`src/rtl/rv32i_hazard_ctrl.sv`:
```
// Pipeline hazard controller for the 5-stage RV32I core: shadow scoreboard of in-flight
// destinations driving forwarding selects, load-use stalls, redirect flushes and memory-wait freezes.
module rv32i_hazard_ctrl #(
   parameter int FWD_EN   = 1,
   parameter int BR_STAGE = 2,
   parameter int CNT_W    = 32
) (
   input  logic             clk,
   input  logic             reset,
   input  logic             id_valid,
   input  logic [4:0]       id_rs1,
   input  logic [4:0]       id_rs2,
   input  logic             id_use_rs1,
   input  logic             id_use_rs2,
   input  logic [4:0]       id_rd,
   input  logic             id_regwrite,
   input  logic             id_load,
   input  logic             id_mem,
   input  logic             redirect,
   input  logic             dmem_ready,
   output logic             stall_pc,
   output logic             stall_if_id,
   output logic             bubble_id_ex,
   output logic             flush_if_id,
   output logic             flush_id_ex,
   output logic             flush_ex_mem,
   output logic             freeze,
   output logic [1:0]       fwd_a,
   output logic [1:0]       fwd_b,
   output logic             wb_byp_rs1,
   output logic             wb_byp_rs2,
   output logic [CNT_W-1:0] stall_cnt,
   output logic [CNT_W-1:0] flush_cnt
);

   localparam logic FWD_ON = (FWD_EN != 0);
   localparam logic BR_MEM = (BR_STAGE == 3);

   logic       ex_valid_reg, ex_regwrite_reg, ex_load_reg, ex_mem_reg;
   logic [4:0] ex_rd_reg, ex_rs1_reg, ex_rs2_reg;
   logic       mem_valid_reg, mem_regwrite_reg, mem_load_reg, mem_mem_reg;
   logic [4:0] mem_rd_reg;
   logic       wb_valid_reg, wb_regwrite_reg;
   logic [4:0] wb_rd_reg;
   logic [CNT_W-1:0] stall_cnt_reg, flush_cnt_reg;

   // x0 is hard-wired zero, so a producer targeting it never matches.
   function automatic logic prod_match(input logic v, input logic rw, input logic [4:0] rd,
                                       input logic [4:0] rx);
      return v & rw & (rd != 5'd0) & (rd == rx);
   endfunction

   logic [4:0] id_src [2];
   logic [4:0] ex_src [2];
   logic [1:0] id_use;
   logic [1:0] lu_src;
   logic [1:0] byp_src;
   logic [1:0] fwd_sel [2];

   assign id_src[0] = id_rs1;
   assign id_src[1] = id_rs2;
   assign ex_src[0] = ex_rs1_reg;
   assign ex_src[1] = ex_rs2_reg;
   assign id_use    = {id_use_rs2, id_use_rs1};

   genvar gi;
   generate
      for (gi = 0; gi < 2; gi++) begin : g_opnd
         logic ex_hit_id, mem_hit_id, wb_hit_id, mem_hit_ex, wb_hit_ex;
         assign ex_hit_id  = prod_match(ex_valid_reg, ex_regwrite_reg, ex_rd_reg, id_src[gi]);
         assign mem_hit_id = prod_match(mem_valid_reg, mem_regwrite_reg, mem_rd_reg, id_src[gi]);
         assign wb_hit_id  = prod_match(wb_valid_reg, wb_regwrite_reg, wb_rd_reg, id_src[gi]);
         assign mem_hit_ex = prod_match(mem_valid_reg, mem_regwrite_reg, mem_rd_reg, ex_src[gi]);
         assign wb_hit_ex  = prod_match(wb_valid_reg, wb_regwrite_reg, wb_rd_reg, ex_src[gi]);

         // Without forwarding every EX or MEM producer must drain to WB before use.
         assign lu_src[gi]  = id_use[gi] & ((ex_hit_id & (ex_load_reg | !FWD_ON)) |
                                            (mem_hit_id & !FWD_ON));
         assign byp_src[gi] = id_valid & id_use[gi] & wb_hit_id;

         always_comb begin
            fwd_sel[gi] = 2'b00;
            if (FWD_ON) begin
               if (mem_hit_ex && !mem_load_reg)
                  fwd_sel[gi] = 2'b10;
               else if (wb_hit_ex)
                  fwd_sel[gi] = 2'b01;
            end
         end
      end
   endgenerate

   logic mem_wait, lu, frz, lu_act, redir_act;

   assign mem_wait  = mem_valid_reg & mem_mem_reg & !dmem_ready;
   assign lu        = id_valid & (|lu_src);
   assign frz       = !reset & mem_wait;
   // Redirect wins over a load-use stall: the stalled instruction is on the wrong path.
   assign lu_act    = !reset & lu & !redirect;
   assign redir_act = !reset & redirect & !frz;

   assign freeze       = frz;
   assign stall_pc     = frz | lu_act;
   assign stall_if_id  = frz | lu_act;
   assign bubble_id_ex = lu_act & !frz;
   assign flush_if_id  = redir_act;
   assign flush_id_ex  = redir_act;
   assign flush_ex_mem = redir_act & BR_MEM;
   assign fwd_a        = reset ? 2'b00 : fwd_sel[0];
   assign fwd_b        = reset ? 2'b00 : fwd_sel[1];
   assign wb_byp_rs1   = !reset & byp_src[0];
   assign wb_byp_rs2   = !reset & byp_src[1];
   assign stall_cnt    = stall_cnt_reg;
   assign flush_cnt    = flush_cnt_reg;

   always_ff @(posedge clk or posedge reset) begin
      if (reset) begin
         ex_valid_reg     <= 1'b0;
         ex_regwrite_reg  <= 1'b0;
         ex_load_reg      <= 1'b0;
         ex_mem_reg       <= 1'b0;
         ex_rd_reg        <= 5'd0;
         ex_rs1_reg       <= 5'd0;
         ex_rs2_reg       <= 5'd0;
         mem_valid_reg    <= 1'b0;
         mem_regwrite_reg <= 1'b0;
         mem_load_reg     <= 1'b0;
         mem_mem_reg      <= 1'b0;
         mem_rd_reg       <= 5'd0;
         wb_valid_reg     <= 1'b0;
         wb_regwrite_reg  <= 1'b0;
         wb_rd_reg        <= 5'd0;
         stall_cnt_reg    <= '0;
         flush_cnt_reg    <= '0;
      end else begin
         if (!frz) begin
            wb_valid_reg     <= mem_valid_reg;
            wb_regwrite_reg  <= mem_regwrite_reg;
            wb_rd_reg        <= mem_rd_reg;
            mem_valid_reg    <= ex_valid_reg & !flush_ex_mem;
            mem_regwrite_reg <= ex_regwrite_reg;
            mem_load_reg     <= ex_load_reg;
            mem_mem_reg      <= ex_mem_reg;
            mem_rd_reg       <= ex_rd_reg;
            ex_valid_reg     <= id_valid & !bubble_id_ex & !flush_id_ex;
            ex_regwrite_reg  <= id_regwrite;
            ex_load_reg      <= id_load;
            ex_mem_reg       <= id_mem;
            ex_rd_reg        <= id_rd;
            ex_rs1_reg       <= id_rs1;
            ex_rs2_reg       <= id_rs2;
         end
         if (stall_pc && (stall_cnt_reg != '1))
            stall_cnt_reg <= stall_cnt_reg + CNT_W'(1);
         if (flush_id_ex && (flush_cnt_reg != '1))
            flush_cnt_reg <= flush_cnt_reg + CNT_W'(1);
      end
   end

endmodule

```
`config.mk`:
```
export PLATFORM = sky130hd
export DESIGN_NAME = rv32i_hazard_ctrl
export DESIGN_NICKNAME = d
export VERILOG_FILES = /design/src/rtl/rv32i_hazard_ctrl.sv
export SDC_FILE = /design/constraint.sdc
export NUM_CORES = 1
export LEC_CHECK = 0
export ABC_AREA = 1
export BUFFER_PORTS_ARGS = -buffer_cell sky130_fd_sc_hd__buf_2
export CORE_MARGIN = 2
export CORE_UTILIZATION = 45
export DETAILED_ROUTE_END_ITERATION = 10
export PLACE_DENSITY = 0.66
export REMOVE_ABC_BUFFERS = 1
export SETUP_SLACK_MARGIN = 0.1
export SYNTH_ARGS = -nofsm -noshare
export SYNTH_HDL_FRONTEND = slang
export SYNTH_SLANG_ARGS = --single-unit
```
`constraint.sdc`:
```
create_clock -name clk -period 2.6 [get_ports clk]
set_input_delay 0 -clock clk [delete_from_list [all_inputs] [get_ports clk]]
set_output_delay 0 -clock clk [all_outputs]
set_load 0.02 [all_outputs]
```
# ---- Word level (Yosys, flattened, before mapping)
# Cells that the tools add are included.
dict set report totals {
  out_inout_bits 77
  wordCells 86
  ff_bits 99
  input_bits 25
}
dict set report classes {
  mux 6
  n_eq_ne 10
  addsub 2
  n_bitwise 36
  n_reduce_logical 15
}
# cell n
set ops {}
lappend ops {{adder 32 x 1 -> 32 bit (second input constant)} 2}
lappend ops {{!= test 32 bit (second input constant)} 2}
lappend ops {{== test 5 bit} 8}
lappend ops {{AND 1 bit} 35}
lappend ops {{nonzero test 5 bit} 3}
lappend ops {{2-to-1 mux 2 bit} 4}
lappend ops {{logical NOT 1 bit} 7}
lappend ops {{logical AND 1 bit} 4}
lappend ops {{2-to-1 mux 1 bit} 2}
lappend ops {{OR reduction 2 bit} 1}
lappend ops {{OR 1 bit} 1}

# ---- Depth between registers and ports, before layout
dict set report depth {
  depth_word 13
  mapped_depth 12
  ltp_nobuf 11
}

# ---- Worst setup path before layout
# OpenSTA, ideal clock, no wires.
dict set report synth_timing {
  path_type {input port to flip-flop}
  from {input port reset}
  to {register flush_cnt_reg[4], in the netlist flush_cnt[4]}
  setup_time_ns 0.120
  path_stages 7
  t_arrival_ns 3.313
  n_path_buf 1
  required_ns 2.480
  slack_ns -0.833
  cell_sequence {inv_1 > nand2_1 > nor2_1 > nand2_1 > buf_4 > o21ai_0 > nand2_1}
}
dict set report synth_between {
  elab_chain_cells 5
  elab_cells_between_ends 6
  cone_classes {3 x bitwise; 3 x reduce/logical}
}
# item line_no
set synth_lines {}
lappend synth_lines {{start, declared} 9} ;# input logic reset,
lappend synth_lines {{logical NOT 1 bit (no line) (*)} --}
lappend synth_lines {{AND 1 bit} 97} ;# assign frz = !reset & mem_wait;
lappend synth_lines {{logical NOT 1 bit} --}
lappend synth_lines {{AND 1 bit (*)} 100} ;# assign redir_act = !reset & redirect & !frz;
lappend synth_lines {{via flush_id_ex} 25} ;# output logic flush_id_ex,
lappend synth_lines {{logical AND 1 bit (*)} 155} ;# if (flush_id_ex && (flush_cnt_reg != '1))
lappend synth_lines {{end signal, assigned} 156} ;# flush_cnt_reg <= flush_cnt_reg + CNT_W'(1);
lappend synth_lines {{end, declared} 45} ;# logic [CNT_W-1:0] stall_cnt_reg, flush_cnt_reg;
# The timed path passes the listed nets; every way through them passes the cells marked *.
# A chain may end at the register's enable or synchronous reset.

# ---- Worst setup path after layout
dict set report layout_timing {
  from {register flush_cnt_reg[0], in the netlist flush_cnt[0]}
  to {register flush_cnt_reg[4], in the netlist flush_cnt[4]}
}
dict set report layout_between {
  elab_chain_cells 2
  elab_cells_between_ends 3
  cone_classes {1 x add/sub; 1 x eq/ne; 1 x reduce/logical}
}
# item
set layout_lines {}
lappend layout_lines {{parallel branches: the longest is 2 deep, another holds adder 32 x 1 -> 32 bit}}
# Several ways; the timed one is not identified.

==> metrics.md <==
| Metric | Value |
|---|---|
| Min-delay src | `id_rs1[0]` |
| Final Cycle Share | `0.841` |
| Antenna Nets Post-Route | `0` |
| YS warnings | `0` |
| Root buffer cell | `clkbuf_16` |
| Htree depth | `3` |
| Critical Path End Type | `flip-flop` |
| Most common cell after layout, fill and taps aside | `nand2_1` |
| Synthesized area per cell | `6.68 µm²` |
| Grt ovf | `0` |
| Worst Path Arrival | `2.48 ns` |
| Maximum clock frequency | `457 MHz` |
| Critical path launch point | `flush_cnt[0]$_DFFE_PP0P_` |
| Met2 Wirelength | `7870 µm` |
| DR pass1 iterations | `5` |
| Num Clock Sinks | `99` |
| Flop2flop setup slack | `0.41 ns` |
| Endpoints failing setup | `0` |
| Area Growth Syn to Fin | `18.2%` |
| Wire per inst | `13.9 µm` |
| Layout cell share with drive strength beyond 1 | `0.135` |
| Row Count | `43` |
| Fin Clk Skew | `0.00993 ns` |
| Largest net degree at the start of global routing | `55` |
| Critical Path Start Type | `flip-flop` |
| Min cycle time layout | `2.19 ns` |
| Port bufs | `100` |
| PD cells | `545 mW/mm²` |
| Top cell family by delay on the critical path | `simple AND/OR/NAND/NOR gates` |
| Worst-Margin Slew | `0.696 ns` |
| Die Height | `122 µm` |
| Clk Latency, worst-skew pair | `0.36 ns` |
| Cell area after synthesis | `0.00624 mm²` |
| Critical path depth | `10` |
| DR top layer | `met4` |
| Initial Utilization | `0.455` |
| Post-route insts no fill | `1228` |
| Core Region | `0.0137 mm²` |
| RSZ-0062 raised after global routing | `false` |
| Met1 wire length | `7930 µm` |
| FF+latch count, synth | `99` |
| Cell mode on critical path | `nand2_1` |
| Max IR drop VDD | `0.367 mV` |
| Mapped Cells | `933` |
| # DRC | `0` |
| Slowest-stage cell, CP | `inv_2` |
| Crit path kind | `reg2reg` |
| Via count | `6186` |
| Post-DR vias/cell | `5.04` |
| CTS Buf Count | `9` |
| Final hold violations | `0` |
| Reg2Reg Depth | `10` |
| Initial antenna violation count | `0` |
| Hold WC Path Type | `in2reg` |
| Highest-count cells in the layout ignoring fill and taps | `nand2_1 (396), nor2_1 (112), buf_2 (100)` |
| EDFF count, synth | `0` |
| CP max stage delay | `0.52 ns` |
| Die W | `122 µm` |
| Post-Route WL | `17100 µm` |
| Number of fill cells | `1391` |
| Post-synth top flop | `dfrtp_1` |
| Post-DP HPWL | `12300 µm` |
| Drt initial violations | `392` |
| Clk buf depth | `2` |
| Leak pwr | `3.76 nW` |
| CP max FO | `40` |
| Met3 wire len | `873 µm` |
| DIE AREA | `0.0148 mm²` |
| Post-synthesis async set-or-reset flop share | `1.00` |
| Worst slack, placed | `0.462 ns` |
| RR Startpoint | `flush_cnt[0]$_DFFE_PP0P_` |
| Max Transition Viols Final | `0` |
| Placed Instances | `1191` |
| Outcome | `complete, no violations` |
| Setup ws final | `0.413 ns` |
| Crit-path cells | `ha_1, nand3_1, inv_1, nand2_1, nor2_1, nand2_1, nand2_1, inv_2, nand3b_1, nand2_1` |
| Final design utilization | `0.537` |
| Worst Path Required | `2.89 ns` |
| Critical path buffers and inverters | `2` |
| Post-CTS sizing | `0` |
| First-pass GRT wire length | `28400 µm` |
| Synth cell types | `31` |
| Number of diodes | `0` |
| Worst rel slew slack | `0.536` |
| Seq/Total Area, Yosys | `0.397` |
| Reg2Reg Capture Point | `flush_cnt[4]$_DFFE_PP0P_` |
| Maxcap violations | `0` |
| Total global-route track usage | `0.242` |
| Clk slew on worst S/H paths | `0.07 ns` |
| Critical Path Sink | `flush_cnt[4]$_DFFE_PP0P_` |
| I/O pin count | `102` |
| Vias in the first global route | `5764` |
| Layout Nets | `1070` |
| RePlAce Congestion | `0.906` |
| CTS tree | `yes` |
## layer usage
metal / track usage / up-vias
met5: 0 / -
met4: 0.0912 / 0
met3: 0.0379 / 36
met2: 0.387 / 190
met1: 0.333 / 2822
li1: - / 3138
## how the worst min path moves through the flow
stage	to	cells after the start
after global placement	ex_rd_reg[0]$_DFFE_PP0N_	3
after detailed placement	ex_rd_reg[1]$_DFFE_PP0N_	3
after global routing	ex_rs1_reg[0]$_DFFE_PP0N_	3
after CTS	ex_rs1_reg[0]$_DFFE_PP0N_	3
final	ex_rs1_reg[0]$_DFFE_PP0N_	3
after floorplan	fwd_a[1]	1
## final cells by class
class,instances,area [µm²],share of cell area
clock inverters,6,63.8,0.00865
inverters,74,280,0.0380
repair buffers,128,763,0.104
multi-input cells,731,3320,0.451
clock buffers,10,239,0.0324
flip-flops and latches,99,2480,0.336
well taps,180,225,0.0305
## cell usage after synthesis (all sizes together), types with 10 or more instances
library cell	number	area share
nand2	399	0.24
nor2	114	0.070
dfrtp	99	0.40
inv	74	0.045
o21ai	52	0.042
nand3	50	0.040
xor2	30	0.042
nand3b	22	0.026
nor3	20	0.017
buf	19	0.020
xnor2	14	0.020
clkbuf	10	0.0060
nand4	10	0.012
## repair_timing
| item | 4_1_cts | 5_1_grt |
|---|---|---|
| hold buffers | 21 | 0 |
| hold endpoints to repair | 71 | 0 |
| buffers inserted | 0 | 0 |
| setup endpoints to repair | 0 | 0 |
## tightest hold or removal path: cells and delay by family
kind,cells,cell delay (ns)
buf+inv,2,0.24
compound gates,1,0.10
## stage by stage
stage	power (mW)	instance area, µm²	TNS (ns)	hold WS, ns
after floorplan	2.35	6070	-184.40	0.0798
after global placement	2.61	6860	0	0.210
after detailed placement	2.63	6860	0	0.218
after CTS	4.04	7370	0	0.0138
after global routing	4.24	7370	0	0.0328
final	4.02	7370	0	0.0317
## where the power goes
group / internal [mW] / switching [mW] / total (mW)
registers: 1.67 / 0.185 / 1.86
clock network: 0.773 / 0.622 / 1.39
logic: 0.265 / 0.498 / 0.762
## cell families (layout without fill, tap and decap cells)
kind of cell / after synthesis / after routing / synth area share
AND/OR/NAND/NOR: 616 / 616 / 0.409
buffers and inverters: 103 / 218 / 0.0704
flip-flops: 99 / 99 / 0.397
AO/OA/AOI/OAI: 68 / 68 / 0.0566
XOR/XNOR: 44 / 44 / 0.0618
adder cells (fa/ha/maj): 2 / 2 / 0.00401
other: 1 / 1 / 0.000601
No activity file was read; power rests on OpenSTA's default activity.
